==> src/rtl/sdram_ctrl_fsm.sv <==
// Single-rank SDR SDRAM controller: power-up/init sequence, periodic auto-refresh,
// one burst read or write per request with auto-precharge. All SDRAM pins are registered.
module sdram_ctrl_fsm #(
    parameter int PWRUP_p    = 100,
    parameter int RP_p       = 2,
    parameter int RFC_p      = 7,
    parameter int MRD_p      = 2,
    parameter int RCD_p      = 2,
    parameter int WR_p       = 2,
    parameter int CAS_p      = 2,
    parameter int BURST_p    = 4,
    parameter int REF_INT_p  = 1040,
    parameter int INIT_REF_p = 2,
    parameter int ROW_W_p    = 13,
    parameter int COL_W_p    = 9,
    parameter int BANK_W_p   = 2,
    parameter int DATA_W_p   = 16
) (
    input  logic                                  clk_i,
    input  logic                                  rst_ni,
    input  logic                                  req_valid_i,
    output logic                                  req_ready_o,
    input  logic                                  req_we_i,
    input  logic [BANK_W_p+ROW_W_p+COL_W_p-1:0]   req_addr_i,
    input  logic [DATA_W_p-1:0]                   wr_data_i,
    output logic                                  wr_take_o,
    output logic [DATA_W_p-1:0]                   rd_data_o,
    output logic                                  rd_valid_o,
    output logic                                  init_done_o,
    output logic                                  cs_n_o,
    output logic                                  ras_n_o,
    output logic                                  cas_n_o,
    output logic                                  we_n_o,
    output logic                                  cke_o,
    output logic [BANK_W_p-1:0]                   ba_o,
    output logic [ROW_W_p-1:0]                    a_o,
    output logic [DATA_W_p-1:0]                   dq_o,
    output logic                                  dq_oe_o,
    input  logic [DATA_W_p-1:0]                   dq_i
);

    function automatic int max2(input int x, input int y);
        return (x > y) ? x : y;
    endfunction

    localparam int ADDR_W  = BANK_W_p + ROW_W_p + COL_W_p;
    localparam int CNT_MAX = max2(max2(max2(PWRUP_p, RFC_p), max2(RP_p, MRD_p)),
                                  max2(max2(RCD_p, WR_p + RP_p), CAS_p + BURST_p));
    localparam int CNT_W   = $clog2(CNT_MAX + 1);
    localparam int TMR_W   = (REF_INT_p > 1) ? $clog2(REF_INT_p) : 1;
    localparam int IREF_W  = $clog2(INIT_REF_p + 1);
    localparam int BCNT_W  = (BURST_p > 1) ? $clog2(BURST_p) : 1;
    localparam int BL_CODE = (BURST_p == 8) ? 3 : (BURST_p == 4) ? 2 : (BURST_p == 2) ? 1 : 0;

    localparam logic [ROW_W_p-1:0] A10   = ROW_W_p'(1 << 10);
    // {write burst = programmed, op mode 0, CAS latency, sequential, burst length}
    localparam logic [ROW_W_p-1:0] MRS_A = ROW_W_p'(CAS_p * 16 + BL_CODE);

    localparam logic [3:0] CMD_NOP = 4'b0111;
    localparam logic [3:0] CMD_PRE = 4'b0010;
    localparam logic [3:0] CMD_REF = 4'b0001;
    localparam logic [3:0] CMD_MRS = 4'b0000;
    localparam logic [3:0] CMD_ACT = 4'b0011;
    localparam logic [3:0] CMD_RD  = 4'b0101;
    localparam logic [3:0] CMD_WR  = 4'b0100;

    typedef enum logic [3:0] {
        PWRUP, INIT_PC, INIT_REF, INIT_MRS, IDLE,
        REFRESH, ACTIVATE, RDCMD, WRCMD, RECOVER
    } state_t;

    state_t                state_q, state_d;
    logic [CNT_W-1:0]      cnt_q, cnt_d, cnt_dec;
    logic [IREF_W-1:0]     iref_q, iref_d;
    logic [BCNT_W-1:0]     bcnt_q, bcnt_d;
    logic [COL_W_p-1:0]    col_q, col_d;
    logic                  we_q, we_d;
    logic [3:0]            cmd_q, cmd_d;
    logic [BANK_W_p-1:0]   ba_q, ba_d;
    logic [ROW_W_p-1:0]    a_q, a_d;
    logic [DATA_W_p-1:0]   dq_q, dq_d;
    logic                  dq_oe_q, dq_oe_d;
    logic [DATA_W_p-1:0]   rd_data_q, rd_data_d;
    logic                  rd_valid_q, rd_valid_d;
    logic                  init_done_q, init_done_d;
    logic                  cke_q;
    logic                  ref_pending_q;
    logic [TMR_W-1:0]      tmr_q;
    logic                  ref_clr, wr_take;

    assign cnt_dec = cnt_q - CNT_W'(1);

    always_comb begin
        state_d     = state_q;
        cnt_d       = cnt_q;
        iref_d      = iref_q;
        bcnt_d      = bcnt_q;
        col_d       = col_q;
        we_d        = we_q;
        cmd_d       = CMD_NOP;
        ba_d        = ba_q;
        a_d         = a_q;
        dq_d        = dq_q;
        dq_oe_d     = dq_oe_q;
        rd_data_d   = rd_data_q;
        rd_valid_d  = 1'b0;
        init_done_d = init_done_q;
        ref_clr     = 1'b0;
        wr_take     = 1'b0;
        case (state_q)
            // The counter is cleared by reset, so power-up counts up to PWRUP_p.
            PWRUP: begin
                if (cnt_q == CNT_W'(PWRUP_p)) begin
                    state_d = INIT_PC;
                    cmd_d   = CMD_PRE;
                    a_d     = A10;
                    cnt_d   = CNT_W'(RP_p - 1);
                end else begin
                    cnt_d = cnt_q + CNT_W'(1);
                end
            end
            INIT_PC: begin
                if (cnt_q == '0) begin
                    state_d = INIT_REF;
                    cmd_d   = CMD_REF;
                    iref_d  = IREF_W'(1);
                    cnt_d   = CNT_W'(RFC_p - 1);
                end else cnt_d = cnt_dec;
            end
            INIT_REF: begin
                if (cnt_q != '0) begin
                    cnt_d = cnt_dec;
                end else if (iref_q == IREF_W'(INIT_REF_p)) begin
                    state_d = INIT_MRS;
                    cmd_d   = CMD_MRS;
                    ba_d    = '0;
                    a_d     = MRS_A;
                    cnt_d   = CNT_W'(MRD_p - 1);
                end else begin
                    cmd_d  = CMD_REF;
                    iref_d = iref_q + IREF_W'(1);
                    cnt_d  = CNT_W'(RFC_p - 1);
                end
            end
            INIT_MRS: begin
                if (cnt_q == '0) begin
                    state_d     = IDLE;
                    init_done_d = 1'b1;
                end else cnt_d = cnt_dec;
            end
            IDLE: begin
                if (ref_pending_q) begin
                    state_d = REFRESH;
                    cmd_d   = CMD_REF;
                    ref_clr = 1'b1;
                    cnt_d   = CNT_W'(RFC_p - 1);
                end else if (req_valid_i) begin
                    state_d = ACTIVATE;
                    cmd_d   = CMD_ACT;
                    ba_d    = req_addr_i[ADDR_W-1 -: BANK_W_p];
                    a_d     = req_addr_i[COL_W_p +: ROW_W_p];
                    col_d   = req_addr_i[COL_W_p-1:0];
                    we_d    = req_we_i;
                    cnt_d   = CNT_W'(RCD_p - 1);
                end
            end
            REFRESH: begin
                if (cnt_q == '0) state_d = IDLE;
                else             cnt_d   = cnt_dec;
            end
            ACTIVATE: begin
                if (cnt_q == '0) begin
                    a_d    = A10 | ROW_W_p'(col_q);
                    bcnt_d = BCNT_W'(BURST_p - 1);
                    if (we_q) begin
                        state_d = WRCMD;
                        cmd_d   = CMD_WR;
                        wr_take = 1'b1;
                        dq_d    = wr_data_i;
                        dq_oe_d = 1'b1;
                    end else begin
                        state_d = RDCMD;
                        cmd_d   = CMD_RD;
                        cnt_d   = CNT_W'(CAS_p + BURST_p - 1);
                    end
                end else cnt_d = cnt_dec;
            end
            // bcnt_q counts beats still to be fetched after the one on the bus.
            WRCMD: begin
                if (bcnt_q != '0) begin
                    wr_take = 1'b1;
                    dq_d    = wr_data_i;
                    bcnt_d  = bcnt_q - BCNT_W'(1);
                end else begin
                    state_d = RECOVER;
                    dq_oe_d = 1'b0;
                    cnt_d   = CNT_W'(WR_p + RP_p);
                end
            end
            // The last BURST_p counts of the wait are the capture window for dq_i.
            RDCMD: begin
                if (cnt_q < CNT_W'(BURST_p)) begin
                    rd_valid_d = 1'b1;
                    rd_data_d  = dq_i;
                end
                if (cnt_q == '0) begin
                    state_d = RECOVER;
                    cnt_d   = CNT_W'(RP_p);
                end else cnt_d = cnt_dec;
            end
            RECOVER: begin
                if (cnt_q == '0) state_d = IDLE;
                else             cnt_d   = cnt_dec;
            end
            default: state_d = PWRUP;
        endcase
    end

    always_ff @(posedge clk_i or negedge rst_ni) begin
        if (!rst_ni) begin
            state_q     <= PWRUP;
            cnt_q       <= '0;
            iref_q      <= '0;
            bcnt_q      <= '0;
            col_q       <= '0;
            we_q        <= 1'b0;
            cmd_q       <= CMD_NOP;
            ba_q        <= '0;
            a_q         <= '0;
            dq_q        <= '0;
            dq_oe_q     <= 1'b0;
            rd_data_q   <= '0;
            rd_valid_q  <= 1'b0;
            init_done_q <= 1'b0;
            cke_q       <= 1'b1;
        end else begin
            state_q     <= state_d;
            cnt_q       <= cnt_d;
            iref_q      <= iref_d;
            bcnt_q      <= bcnt_d;
            col_q       <= col_d;
            we_q        <= we_d;
            cmd_q       <= cmd_d;
            ba_q        <= ba_d;
            a_q         <= a_d;
            dq_q        <= dq_d;
            dq_oe_q     <= dq_oe_d;
            rd_data_q   <= rd_data_d;
            rd_valid_q  <= rd_valid_d;
            init_done_q <= init_done_d;
            cke_q       <= 1'b1;
        end
    end

    // Expiry wins over a same-cycle clear so no refresh interval is lost.
    always_ff @(posedge clk_i or negedge rst_ni) begin
        if (!rst_ni) begin
            tmr_q         <= '0;
            ref_pending_q <= 1'b0;
        end else if (init_done_q) begin
            if (tmr_q == TMR_W'(REF_INT_p - 1)) begin
                tmr_q         <= '0;
                ref_pending_q <= 1'b1;
            end else begin
                tmr_q <= tmr_q + TMR_W'(1);
                if (ref_clr) ref_pending_q <= 1'b0;
            end
        end
    end

    assign req_ready_o = (state_q == IDLE) && !ref_pending_q;
    assign wr_take_o   = wr_take;
    assign rd_data_o   = rd_data_q;
    assign rd_valid_o  = rd_valid_q;
    assign init_done_o = init_done_q;
    assign {cs_n_o, ras_n_o, cas_n_o, we_n_o} = cmd_q;
    assign cke_o       = cke_q;
    assign ba_o        = ba_q;
    assign a_o         = a_q;
    assign dq_o        = dq_q;
    assign dq_oe_o     = dq_oe_q;

endmodule

==> config.mk <==
export PLATFORM = sky130hd
export DESIGN_NAME = sdram_ctrl_fsm
export DESIGN_NICKNAME = d
export VERILOG_FILES = /design/src/rtl/sdram_ctrl_fsm.sv
export SDC_FILE = /design/constraint.sdc
export NUM_CORES = 1
export LEC_CHECK = 0
export CAP_MARGIN = 25
export CORE_MARGIN = 4
export CORE_UTILIZATION = 29
export CTS_CLUSTER_SIZE = 10
export DETAILED_ROUTE_END_ITERATION = 16
export HOLD_SLACK_MARGIN = 0.12
export PLACE_DENSITY_LB_ADDON = 0.15
export SETUP_SLACK_MARGIN = 0.05
export SYNTH_ARGS = -nofsm -noshare
export SYNTH_HDL_FRONTEND = slang
export SYNTH_SLANG_ARGS = --single-unit
==> constraint.sdc <==
create_clock -name clk_i -period 2.3 [get_ports clk_i]
set_input_delay 0.46 -clock clk_i [delete_from_list [all_inputs] [get_ports clk_i]]
set_output_delay 0.46 -clock clk_i [all_outputs]
set_load 0.01 [all_outputs]
==> impl_metrics.toml, run 1 <==
[synthesis]
synth_xor_area_share_pct = 2.249
ys_top_cells_by_area = "dfrtp_1 (47%), mux2_2 (10%), nand2_1 (3.1%)"
synth_most_common_cell = "dfrtp_1"
yosys_warnings = 0
synth-seq-cells = 90
muxShareOfSynthArea_pct = 10.79
yosys.area.top_type = "dfrtp_1"
ys.flop_type = "dfrtp_1"
yosysUniqueCellTypes = 77
synth_fp_nets = 511
synth_top_cell_area_share_pct = 46.59
yosys.area_share.simple_pct = 15.61
ys_seq_area_share_pct = 48.27
synth_area_sq_um = 4673
syn_inst = 445
synth_edf_count = 0
synth_top_family_by_area = "compound AO/OA/AOI/OAI gates"
synthAdderAreaFrac_pct = 1.821
synth-compound-area-share_pct = 16.47
async_reset_ff_share_pct = 100.0
syn_avg_cell_area_sq_um = 10.50
synth_common_cells = "dfrtp_1 (87), mux2_2 (42), nand2_1 (39)"

[die]
chipHeight_um = 134.9
dieArea_sq_um = 18210
fp.dieW_um = 134.9
io_pins = 117
start_util_pct = 29.53
row_count = 46
coreArea_sq_um = 15830

[clock_network]
root_buffer = "clkbuf_16"
cts.sinks = 90
cts_tree = "built"
path_clk_slew_ns = 0.06
cts_made_buffers = 9
clk_latency_ns = 0.34
clock_path_buffers = 2
htree_levels = 3

[pwr]
ir_drop_v = 0.0004533
power_density_nw_per_um2 = 1272
fin_total_pwr_mw = 8.511
power_leakage_nw = 2.779

[global_routing]
antenna_found_initial = 0
grt_pass1_vias = 3864
track_usage_pct = 14.34
gr-total-overflow = 0
grt_max_degree = 37
grt_pass1_wl_mm = 20.69

[setup_path]
crit_chain = "buf_4 > or4_1 > and2_1 > nor2_1 > a221o_1 > a22o_1"
arrival_ns = 2.50
r2r_start = "state_q[0]$_DFFE_PN0P_"
r2r_slack_ns = 0.08
cp_slowest_cell = "or4_1"
r2r_end = "cnt_q[3]$_DFFE_PN0P_"
crit_type = "reg2reg"
crit_path_end_kind = "register"
critPathLaunchType = "register"
path_max_fanout = 12
critPathMaxStageDelay_ns = 0.55
rr_worst_depth = 6
critPathRequiredTime_ns = 2.58

[timing]
post-route-period-util_pct = 96.71
fmax_ghz = 0.4496
finalMaxSlewViolations = 0
max_slew_margin_pct = 66.41
rsz0062_at_grt = "true"
finalSetupViolCount = 0
period_minus_slack_ns = 2.224
fin_ws_ns = 0.07565
finalSetupTns_ns = 0
skew_ns = 0.005450
worst_pin_slew_ns = 0.4992
whs_ns = 0.4758
hold_viol_final = 0

[hold_path]
min_from = "a_o[10]$_DFFE_PN0P_"
hold_depth = 1
hold_end = "a_o[10]$_DFFE_PN0P_"
hold_class = "reg2reg"

[final_layout]
area_delta_synth_final_pct = 43.13
layout-drive-gt1-share_pct = 23.09
num_antenna_cells = 0
nNetsFinal = 650

[status]
outcome = "completed"

[detailed_routing]
vias = 3858
drtIter0Drc = 219
wl_per_cell_um = 16.29
ant_nets = 0
first_pass_iters = 5
viasPerCell = 4.793
drcViolationCount = 0
finalWirelength_mm = 13.11

[placement]
io_buffers = 114
gp_congestion = 0.8978
dp_slack_ns = 0.05921
dp_hpwl_mm = 9.894

[job]
maxCapViolCount = 0
==> how the worst max path moves through the flow <==
stage / from / end / slack (ns) / cells past startpoint
2_1_floorplan: cnt_q[3]$_DFFE_PN0P_ / rd_data_o[0]$_DFFE_PN0P_ / 0.07 / 6
3_3_place_gp: cnt_q[3]$_DFFE_PN0P_ / wr_take_o / 0.04 / 5
3_5_place_dp: req_valid_i / cnt_q[6]$_DFFE_PN0P_ / 0.06 / 8
4_1_cts: cnt_q[3]$_DFFE_PN0P_ / wr_take_o / 0.05 / 5
5_1_grt: state_q[0]$_DFFE_PN0P_ / cnt_q[3]$_DFFE_PN0P_ / -0.006 / 6
6_report: state_q[0]$_DFFE_PN0P_ / cnt_q[3]$_DFFE_PN0P_ / 0.08 / 6
==> cell usage in the layout (no fill, tap or decap), types with 9 or more instances in the layout <==
cell type | netlist | layout
clkbuf_16 | 0 | 9
mux2_2 | 42 | 42
dfrtp_1 | 87 | 87
a21oi_1 | 15 | 15
nor2_1 | 23 | 23
nand2_1 | 39 | 39
clkdlybuf4s50_1 | 0 | 111
buf_4 | 4 | 39
inv_1 | 15 | 15
o21ai_0 | 26 | 26
nand3_1 | 13 | 13
==> metal layers <==
layer	GRT usage [%]	part of all wire (%)	vias up
li1	-	-	1875
met1	19.46	46	1868
met2	22.90	48	102
met3	3.689	5.0	13
met4	3.807	1.2	0
met5	0	0	-
==> registers in the layout, indices dropped and copies added (netlist names), 2 cells and up <==
| register | cells |
|---|---|
| dq_o | 16 |
| rd_data_o | 16 |
| a_o | 13 |
| tmr_q | 11 |
| col_q | 9 |
| cnt_q | 7 |
| state_q | 4 |
| cmd_q | 3 |
| ba_o | 2 |
| bcnt_q | 2 |
| iref_q | 2 |
==> where the power goes <==
part           total, mW  switching (mW)  internal, mW
Sequential          2.46           0.330          2.13
Combinational       4.45            2.22          2.23
Clock               1.60           0.617         0.983
==> stage by stage <==
stage	utilization [%]	instance area, sq um	std cells
floorplan	-	4673	445
global placement	39.99	6330	787
detailed placement	39.99	6330	787
CTS	42.15	6671	804
global route	42.26	6689	805
finish	42.26	6689	805
==> logic make-up (layout without fill, tap and decap cells) <==
family,count (synthesis),after routing
compound gates,106,106
xor+xnor,12,12
fa+ha+maj,7,7
buf+inv,47,191
flops,90,90
mux,45,45
other cells,2,2
simple gates,136,136
==> critical path, delay by kind of cell, from the launching register on <==
| family | cells | cell delay (ns) |
|---|---|---|
| simple gates | 3 | 1.11 |
| flops | 1 | 0.44 |
| compound gates | 2 | 0.41 |
| buf+inv | 1 | 0.20 |
==> what timing repair did <==
item,4_1_cts,5_1_grt
endpoints found under the hold margin,21,0
endpoints found under the setup margin,2,6
resized for setup,8,4
hold buffers,1,0
pin swaps,0,2
buffers inserted,0,1
gates cloned,0,0
==> area by class of cell <==
type / count / area [sq um]
clock buffer: 12 / 246.5
clock inverter: 4 / 75.07
fill: 1510 / 9139
inverter: 16 / 60.06
multi-input combinational: 308 / 2240
sequential: 90 / 2256
tap: 216 / 270.3
timing repair buffer: 159 / 1541
Power figures use the tool's default switching activity.
==> inputs of run 2 (changes only) <==
--- a/config.mk
+++ b/config.mk
@@ -11,6 +11,7 @@
 export CTS_CLUSTER_SIZE = 10
 export DETAILED_ROUTE_END_ITERATION = 16
 export HOLD_SLACK_MARGIN = 0.12
+export MAX_ROUTING_LAYER = met4
 export PLACE_DENSITY_LB_ADDON = 0.15
 export SETUP_SLACK_MARGIN = 0.05
 export SYNTH_ARGS = -nofsm -noshare
==> impl_metrics.toml, run 2 (synthesis gave the netlist of run 1 again) <==
[clock_network]
clk_latency_ns = 0.35
clock_path_buffers = 2
htree_levels = 3
cts.sinks = 90
cts_tree = "built"
cts_made_buffers = 9
post_cts_buffers = 0
path_clk_slew_ns = 0.07
root_buffer = "clkbuf_16"

[final_layout]
multi_input_area_sq_um = 2251
area_delta_synth_final_pct = 41.90
fillers = 1527
nNetsFinal = 648
final_cells = 803
ff_latch_area_sq_um = 2256
final_common_cell = "clkdlybuf4s50_1"
layout-drive-gt1-share_pct = 23.34
layout_common_cells = "clkdlybuf4s50_1 (111), dfrtp_1 (87), mux2_2 (42), nand2_1 (38), buf_4 (38)"
num_antenna_cells = 0

[timing]
period_minus_slack_ns = 2.187
finalSetupTns_ns = 0
hold_viol_final = 0
rsz0062_at_grt = "true"
max_slew_margin_pct = 63.23
skew_ns = 0.01057
whs_ns = 0.4809
fmax_ghz = 0.4572
worst_pin_slew_ns = 0.5464
finalSetupViolCount = 0
post-route-period-util_pct = 95.11
finalMaxSlewViolations = 0

[pwr]
fin_total_pwr_mw = 8.272
power_density_nw_per_um2 = 1247
power_leakage_nw = 2.750
ir_drop_v = 0.0005070

[setup_path]
critPathLaunchType = "register"
r2r_slack_ns = 0.11
crit_path_end_kind = "register"
r2r_start = "cnt_q[5]$_DFFE_PN0P_"
rr_worst_depth = 5
critPathRequiredTime_ns = 2.54
crit_type = "reg2reg"
arrival_ns = 2.43
r2r_end = "state_q[2]$_DFFE_PN0P_"
path_max_fanout = 4

[status]
outcome = "completed"

[detailed_routing]
drtIter0Drc = 146
drcViolationCount = 0
vias = 3879
viasPerCell = 4.831
ant_nets = 0
wl_per_cell_um = 15.91
finalWirelength_mm = 12.78
first_pass_iters = 4

[hold_path]
hold_depth = 2
min_from = "a_o[11]$_DFFE_PN0P_"
hold_end = "a_o[11]$_DFFE_PN0P_"
hold_class = "reg2reg"

[die]
coreArea_sq_um = 15830
io_pins = 117
dieArea_sq_um = 18210
row_count = 46
fp.dieW_um = 134.9
start_util_pct = 29.53
chipHeight_um = 134.9

[global_routing]
track_usage_pct = 14.75
grt_pass1_vias = 3991
grt_max_degree = 37
antenna_found_initial = 0
gr-total-overflow = 0
globalRouteMet3Util_pct = 3.539
grt_pass1_wl_mm = 20.88
grt_use_met2_pct = 22.73
use_met1_pct = 19.14
grt.busiest_layer = "met2"

[placement]
dpl.cell_count = 786
dp_hpwl_mm = 9.589
gp_congestion = 0.9253
io_buffers = 114

[job]
maxCapViolCount = 0
## run 2: worst max path at each step
stage                     slack, ns                    from  depth (start not counted)                       end
after floorplan                0.07    cnt_q[3]$_DFFE_PN0P_                          6  rd_data_o[0]$_DFFE_PN0P_
after global placement         0.05    cnt_q[3]$_DFFE_PN0P_                          5                 wr_take_o
after detailed placement       0.04    cnt_q[5]$_DFFE_PN0P_                          5                 wr_take_o
after CTS                      0.06  state_q[1]$_DFFE_PN0P_                          4               req_ready_o
after global routing         -0.002    cnt_q[0]$_DFFE_PN0P_                          8    state_q[2]$_DFFE_PN0P_
final                          0.11    cnt_q[5]$_DFFE_PN0P_                          5    state_q[2]$_DFFE_PN0P_
## run 2: report_power, final
part           leakage [nW]  switching [mW]  total, mW  internal (mW)
Combinational          1.46            2.20       4.42           2.22
Sequential             1.16           0.334       2.47           2.13
Clock                 0.129           0.647       1.38          0.735
## run 2: per-stage QoR
step                      utilization [%]  cell area [sq um]  setup slack (ns)
final                               41.90               6631            0.1125
after global routing                41.90               6631         -0.002451
after CTS                           41.79               6614           0.05628
after detailed placement            39.94               6322           0.04265
after global placement              39.94               6322           0.05098
after floorplan                         -               4673           0.06988
## run 2: metal layers
metal	share of wire (%)	up-vias
met5	0	-
met4	2.2	0
met3	5.1	21
met2	49	95
met1	44	1880
li1	-	1883
## run 2: timing repair
action	4_1_cts	5_1_grt
hold buffers	1	0
resized for setup	7	7
endpoints found under the hold margin	32	0
endpoints found under the setup margin	2	12
pin swaps	1	1
## run 2: area by class of cell
class,instances,area share (%)
timing repair buffer,157,22.96
clock buffer,10,3.453
sequential,90,34.02
multi-input combinational,308,33.94
clock inverter,6,0.6415
tap,216,4.075
inverter,16,0.9057
## run 2: critical path, stage by stage (launching register included)
cell and delay (ns):
dfrtp_1 0.41, or4_4 0.60, o31ai_4 0.35, o211ai_2 0.18, or2_4 0.27, o41ai_2 0.27
==> inputs of run 3 (changes only) <==
--- a/config.mk
+++ b/config.mk
@@ -7,7 +7,7 @@
 export LEC_CHECK = 0
 export CAP_MARGIN = 25
 export CORE_MARGIN = 4
-export CORE_UTILIZATION = 29
+export CORE_UTILIZATION = 45
 export CTS_CLUSTER_SIZE = 10
 export DETAILED_ROUTE_END_ITERATION = 16
 export HOLD_SLACK_MARGIN = 0.12
==> impl_metrics.toml, run 3 (synthesis gave the netlist of run 1 again) <==
[global_routing]
track_usage_pct = 21.88
grt_pass1_vias = 3968
gr-total-overflow = 0
antenna_found_initial = 0
grt_max_degree = 70
grt_pass1_wl_mm = 19.87

[clock_network]
path_clk_slew_ns = 0.09
htree_levels = 3
clock_path_buffers = 2
cts.sinks = 90
clk_latency_ns = 0.37
cts_tree = "built"
cts_made_buffers = 9
root_buffer = "clkbuf_8"

[detailed_routing]
ant_nets = 0
drcViolationCount = 0
vias = 3996
drtIter0Drc = 247
first_pass_iters = 5
finalWirelength_mm = 12.79
viasPerCell = 5.550
wl_per_cell_um = 17.77

[die]
coreArea_sq_um = 9955
chipHeight_um = 109.9
dieArea_sq_um = 12080
row_count = 36
io_pins = 117
fp.dieW_um = 109.9
start_util_pct = 46.95

[job]
maxCapViolCount = 0

[timing]
hold_viol_final = 0
finalMaxSlewViolations = 0
skew_ns = 0.007402
whs_ns = 0.4886
fmax_ghz = 0.4519
finalSetupViolCount = 0
fin_ws_ns = 0.08692
finalSetupTns_ns = 0
period_minus_slack_ns = 2.213
post-route-period-util_pct = 96.22
rsz0062_at_grt = "true"

[setup_path]
critPathLaunchType = "register"
crit_type = "reg2out"
path_max_fanout = 22
arrival_ns = 1.75
crit_path_end_kind = "output pin"
r2r_slack_ns = 0.12
critPathRequiredTime_ns = 1.84

[placement]
dpl.cell_count = 698
dp_slack_ns = 0.05190
post_dp_cell_area_sq_um = 6162
io_buffers = 114
gp_congestion = 0.8492
dp_hpwl_mm = 9.601

[final_layout]
final_cells = 720
final_common_cell = "clkdlybuf4s50_1"
area_delta_synth_final_pct = 37.59
fin_area_sq_um = 6430
final_core_util_pct = 64.59
layout-drive-gt1-share_pct = 23.17
nNetsFinal = 648
fillers = 820
num_antenna_cells = 0
layout_common_cells = "clkdlybuf4s50_1 (111), dfrtp_1 (86), mux2_2 (42), nand2_1 (38), buf_4 (38)"

[pwr]
ir_drop_v = 0.0005297
power_density_nw_per_um2 = 1242
power_leakage_nw = 2.717
fin_total_pwr_mw = 7.988

[status]
outcome = "completed"

[hold_path]
hold_class = "reg2reg"
-- run 3: what timing repair did --
action / 4_1_cts / 5_1_grt
pin swaps: 1 / 6
setup endpoints to repair: 2 / 9
setup buffers: 0 / 5
hold buffers: 1 / 0
endpoints found under the hold margin: 19 / 0
resized for setup: 11 / 4
-- run 3: per-layer routing --
metal	global-route usage (%)	routed length [um]	part of all wire [%]	up-vias
met5	-	0	0	-
met4	7.480	266	2.1	0
met3	4.932	837	6.5	30
met2	34.71	6337	50	132
met1	27.70	5349	42	1945
li1	-	-	-	1889
-- run 3: worst max-delay path, stage by stage (launching register included) --
cell,delay [ns]
dfrtp_2,0.45
buf_12,0.17
or2_2,0.34
nor3_2,0.18
clkdlybuf4s15_2,0.24
-- run 3: path summary, 6_finish.rpt --
kind	cells past startpoint	to	from
min	2	a_o[11]$_DFFE_PN0P_	a_o[11]$_DFFE_PN0P_
max reg2reg	5	rd_data_o[14]$_DFFE_PN0P_	cnt_q[6]$_DFFE_PN0P_
min reg2reg	2	a_o[11]$_DFFE_PN0P_	a_o[11]$_DFFE_PN0P_
max in group asynchronous	3	col_q[0]$_DFFE_PN0P_	rst_ni
min in group asynchronous	2	cnt_q[4]$_DFFE_PN0P_	rst_ni
max	4	req_ready_o	state_q[0]$_DFFE_PN0P_
-- run 3: layout make-up --
class                           instances  area (sq um)  share of cell area [%]
Timing Repair Buffer                  157          1523                   23.68
Clock inverter                          5         38.79                  0.6032
Tap cell                              133         166.4                   2.588
Sequential cell                        90          2257                   35.10
Inverter                               16         60.06                  0.9340
Multi-Input combinational cell        308          2243                   34.89
Clock buffer                           11         141.4                   2.199
-- run 3: where the power goes --
part	total (mW)	switching (mW)	internal (mW)	leakage, nW
logic	4.49	2.25	2.25	1.46
clock network	1.02	0.585	0.431	0.0952
registers	2.48	0.347	2.13	1.16
==> RTL change 1: new RTL, settings of run 3 <==
Change the parameter `CAS_p` from 2 to 1.
--- a/src/rtl/sdram_ctrl_fsm.sv
+++ b/src/rtl/sdram_ctrl_fsm.sv
@@ -7,7 +7,7 @@
     parameter int MRD_p      = 2,
     parameter int RCD_p      = 2,
     parameter int WR_p       = 2,
-    parameter int CAS_p      = 2,
+    parameter int CAS_p      = 1,
     parameter int BURST_p    = 4,
     parameter int REF_INT_p  = 1040,
     parameter int INIT_REF_p = 2,
Check against the original RTL: same outputs for any inputs over 10 cycles, from zero or initial values and one cycle with rst_ni low; that may be too few to reach the edited logic, so the function may still have changed.
==> RTL change 1 against run 3 <==
Sequential cell count is the same; via count increased by 2.6%; global-route usage is 0.19 points lower; final cell count increased by 2.9%; worst setup slack better by 0.013 ns; final area increased by 1.4%; wire length fell by 5.5%; die area shrank 0.89%; area after synthesis shrank 0.96%; clock skew is 0.0065 ns higher; first-iteration DRC count grew 64%; highest routed layer unchanged.
Power is not compared: it rests on default switching activity, and its combinational part moved more than twofold at a synthesized area within 25%.
==> RTL change 1: results (changes against run 3) <==
| Metric | Value |
|---|---|
| Fillers | `832 (+1.5%)` |
| Num sequential | `90 (unchanged)` |
| Cells on worst reg2reg path | `6 (+1)` |
| Outcome | `completed` |
| Postcts setup bufs | `2 (+2)` |
| Dpl hpwl | `8990 microns (-6.4%)` |
| GR Util met1 | `0.289 (+0.0121)` |
| Worst setup startpoint | `cnt_q[2]` |
| Met2 Use GR | `0.330 (-0.0166)` |
| Adder-cell share of the synthesized area | `0.0162 (-0.00199)` |
| Sequential fraction of the synthesis area | `0.487 (+0.00470)` |
| Synth Area in Compound Gates | `0.158 (-0.00651)` |
| Setup slack after placement | `-0.113 ns (-0.165 ns)` |
| Vias | `4099 (+2.6%)` |
| R2r endpoint | `cnt_q[2]` |
| Largest net degree at the start of global routing | `46 (-34%)` |
| Skew final | `0.0139 ns (+0.00652 ns)` |
| Crit. End Element | `flip-flop` |
| Hold path endpoint | `a_o[3]` |
| Largest cells by area after synthesis | `dfrtp_1, mux2_2, nand2_1` |
| Hold_sp | `a_o[3]` |
| Clkbuf count | `12 (+1)` |
| Non-clk bufs | `169 (+7.6%)` |
| Routed length on met1 | `5350 microns (about the same)` |
| Register share of the cell area | `0.347 (-0.00421)` |
| Worst setup margin | `0.0999 ns (+0.0130 ns)` |
| CP Data Arrival Time | `2.44 ns (+0.69 ns)` |
| Pre-Repair DR Iteration Count | `4 (-1)` |
| Final nets | `669 (+3.2%)` |
| Library cells used by synthesis | `60 (-22%)` |
| Share of layout cells above drive strength 1 | `0.230 (-0.00142)` |
| Met3 Resource Use GR | `0.0370 (-0.0123)` |
| Multi-input logic area | `0.00224 sq mm (about the same)` |
| Initial DRC Count | `404 (+64%)` |
| Area post-placement | `0.00620 sq mm (+0.57%)` |
| Gr usage total | `0.217 (-0.00192)` |
| Post-Syn Nets | `520 (+1.8%)` |
| Layout clock area frac | `0.0301 (+0.00211)` |
| RePlAce Congestion | `0.860 (+1.2%)` |
| Mux contribution to synthesized area | `0.109 (+0.00105)` |
| Drt wl/cell | `16.3 microns (-8.2%)` |
| Multi-input gates | `321 (+4.2%)` |
| Post-Synth XOR/XNOR Area | `0.0227 (+0.000219)` |
| Met2 WL | `5820 microns (-8.1%)` |
| Resized Gates After CTS | `15 (+4)` |
| Non-clk invs | `12 (-4)` |
| Multi-input combinational area share | `0.344 (-0.00495)` |
| Layout non-clock buf frac | `0.247 (+0.00982)` |
| Crit path max fanout | `8 (-64%)` |
[RTL change 1: cell count changes after synthesis, moves of 4 or more]
cell      delta
nor2b_1      +4
nor3_1       +5
and3_1       +4
o211ai_1     +9
nand3_1      -5
or2_2        -6
nand2_1     +10
[RTL change 1: through the flow]
stage / hold slack, ns / total power, mW / TNS (ns) / instances / utilization
finish: 0.489 / 2.81 / 0 / 741 / 0.658
global placement: 0.340 / 1.75 / -0.294 / 719 / 0.625
detailed placement: 0.337 / 1.76 / -0.410 / 719 / 0.625
CTS: 0.484 / 2.85 / 0 / 738 / 0.652
global route: 0.480 / 2.93 / 0 / 741 / 0.658
floorplan: 0.164 / 1.62 / 0 / 454 / -
[RTL change 1: critical path: stages (launching register included)]
cell and delay (ns):
dfrtp_1 0.38, or4_4 0.56, buf_6 0.16, or4_1 0.39
a22o_1 0.24, a311oi_1 0.26, nor3_1 0.09
==> RTL change 2: new RTL, flow settings as in run 3 <==
Without the edit above. Encoding of `state_t`: now one-hot (10 bits for 10 states).
--- a/src/rtl/sdram_ctrl_fsm.sv
+++ b/src/rtl/sdram_ctrl_fsm.sv
@@ -64,9 +64,9 @@
     localparam logic [3:0] CMD_RD  = 4'b0101;
     localparam logic [3:0] CMD_WR  = 4'b0100;
 
-    typedef enum logic [3:0] {
-        PWRUP, INIT_PC, INIT_REF, INIT_MRS, IDLE,
-        REFRESH, ACTIVATE, RDCMD, WRCMD, RECOVER
+    typedef enum logic [9:0] {
+        PWRUP = 10'b0000000001, INIT_PC = 10'b0000000010, INIT_REF = 10'b0000000100, INIT_MRS = 10'b0000001000, IDLE = 10'b0000010000,
+        REFRESH = 10'b0000100000, ACTIVATE = 10'b0001000000, RDCMD = 10'b0010000000, WRCMD = 10'b0100000000, RECOVER = 10'b1000000000
     } state_t;
 
     state_t                state_q, state_d;
Formal check against the unedited RTL: no difference found for any inputs over 10 cycles, from zero or initial values and one cycle with rst_ni low; not proved beyond that.
==> RTL change 2 against run 3 <==
The run now ends with setup timing left; wire length grew 14%; final area increased by 20%; sequential cell count increased by 6; synthesized cell count rose by 1.8%; area after synthesis up 4.2%; register-to-register slack lost 0.35 ns; worst setup slack lost 0.32 ns; critical path depth up 3; global-route usage up 1.2 points; highest routed layer unchanged.
Power is left out: it rests on default switching activity, and per cell area and clock period it moved more than threefold.
==> RTL change 2: results (changes against run 3) <==
| Metric | Value |
|---|---|
| Setup slack after placement | `-0.319 ns (-0.371 ns)` |
| Crit path largest cell delay | `0.54 ns (+0.09 ns)` |
| Post-route ant nets | `0 (unchanged)` |
| Slowest cell on the critical path | `or4_4` |
| CP Data Arrival Time | `2.79 ns (+1.04 ns)` |
| Placed Instances | `762 (+9.2%)` |
| Via/cell ratio | `5.59 (+0.77%)` |
| Crit path max fanout | `3 (-86%)` |
| Share of layout cells above drive strength 1 | `0.368 (+0.136)` |
| Adder-cell share of the synthesized area | `0.0154 (-0.00279)` |
| Gr usage total | `0.231 (+0.0118)` |
| Failing checks | `setup timing` |
| Post-Syn Nets | `519 (+1.6%)` |
| Worst setup margin | `-0.231 ns (-0.318 ns)` |
| Synth Area in Compound Gates | `0.143 (-0.0215)` |
| Largest net degree at the start of global routing | `35 (-50%)` |
| Via count of the first global-routing pass | `4478 (+13%)` |
| Dpl hpwl | `10000 microns (+4.1%)` |
| Setup_tns | `-4.65 ns (-4.65 ns)` |
| Initial DRC Count | `303 (+23%)` |
| Commonest cells in the netlist | `dfrtp_1, mux2_2, nand2_1` |
| Skew final | `0.00941 ns (+0.00201 ns)` |
| Post-Synth XOR/XNOR Area | `0.0234 (+0.000897)` |
| Cell count after synthesis | `453 (+1.8%)` |
| Setup violators final | `33 (+33)` |
| Library cells used by synthesis | `68 (-12%)` |
| Sequential fraction of the synthesis area | `0.494 (+0.0117)` |
| WL final | `14600 microns (+14%)` |
| Outcome | `complete, but fails checks` |
-- RTL change 2: changes by cell type after synthesis, moves of 6 or more --
cell,before,now
a221oi_1,1,7
nor2_1,23,17
and3_1,0,11
o21ai_1,8,1
or2_2,6,0
a22oi_1,7,0
-- RTL change 2: area by class of cell --
type,instances,area (sq um)
clock buffer,9,124
fill,699,2720
timing repair buffer,228,2160
inverter,19,71.3
sequential,96,2410
tap,136,170
clock inverter,6,91.3
multi-input combinational,311,2670
-- RTL change 2: stage by stage --
step,area (sq um),util,hold slack [ns]
after floorplan,4890,-,0.164
after global placement,6800,0.652,0.436
after detailed placement,6800,0.652,0.443
after CTS,7250,0.696,0.498
after global routing,7700,0.739,0.520
final,7700,0.739,0.501
-- RTL change 2: kinds of logic after synthesis --
group	Yosys count
and+or+nand+nor	144
AOI/OAI and AO/OA	97
DFF	96
muxes	48
buffers and inverters	47
xor gates and xnor gates	13
adders and majority gates	6
other	2
-- RTL change 2: timing repair --
item | in CTS | in global routing
gates cloned | 1 | 2
hold endpoints to repair | 31 | 0
endpoints found under the setup margin | 40 | 73
pin swaps | 12 | 18
hold buffers | 1 | 0
gates resized for setup | 48 | 67
buffers inserted | 9 | 15
-- RTL change 2: worst paths after layout --
check / startpoint / endpoint / slack (ns) / cells past startpoint
worst max register to register: state_q[5] / state_q[9] / -0.23 / 7
max in group asynchronous: rst_ni / cmd_q[2] / 1.13 / 3
worst max-delay path: state_q[5] / state_q[9] / -0.23 / 7
worst min-delay path: iref_q[0] / iref_q[0] / 0.50 / 1
min in group asynchronous: rst_ni / rd_data_o[15] / 0.57 / 2
worst min register to register: iref_q[0] / iref_q[0] / 0.50 / 1
-- RTL change 2: worst max-delay path, delay by kind of cell (launching register included) --
family | cells | cell delay (ns)
simple gates | 3 | 1.15
flops | 1 | 0.40
mux | 1 | 0.32
buf+inv | 2 | 0.29
compound gates | 1 | 0.26
-- RTL change 2: per-layer routing --
metal / global-route usage / vias up / part of all wire
met2: 0.365 / 173 / 0.48
li1: - / 2098 / -
met5: - / - / 0
met3: 0.0410 / 30 / 0.064
met1: 0.295 / 2201 / 0.43
met4: 0.0946 / 0 / 0.023
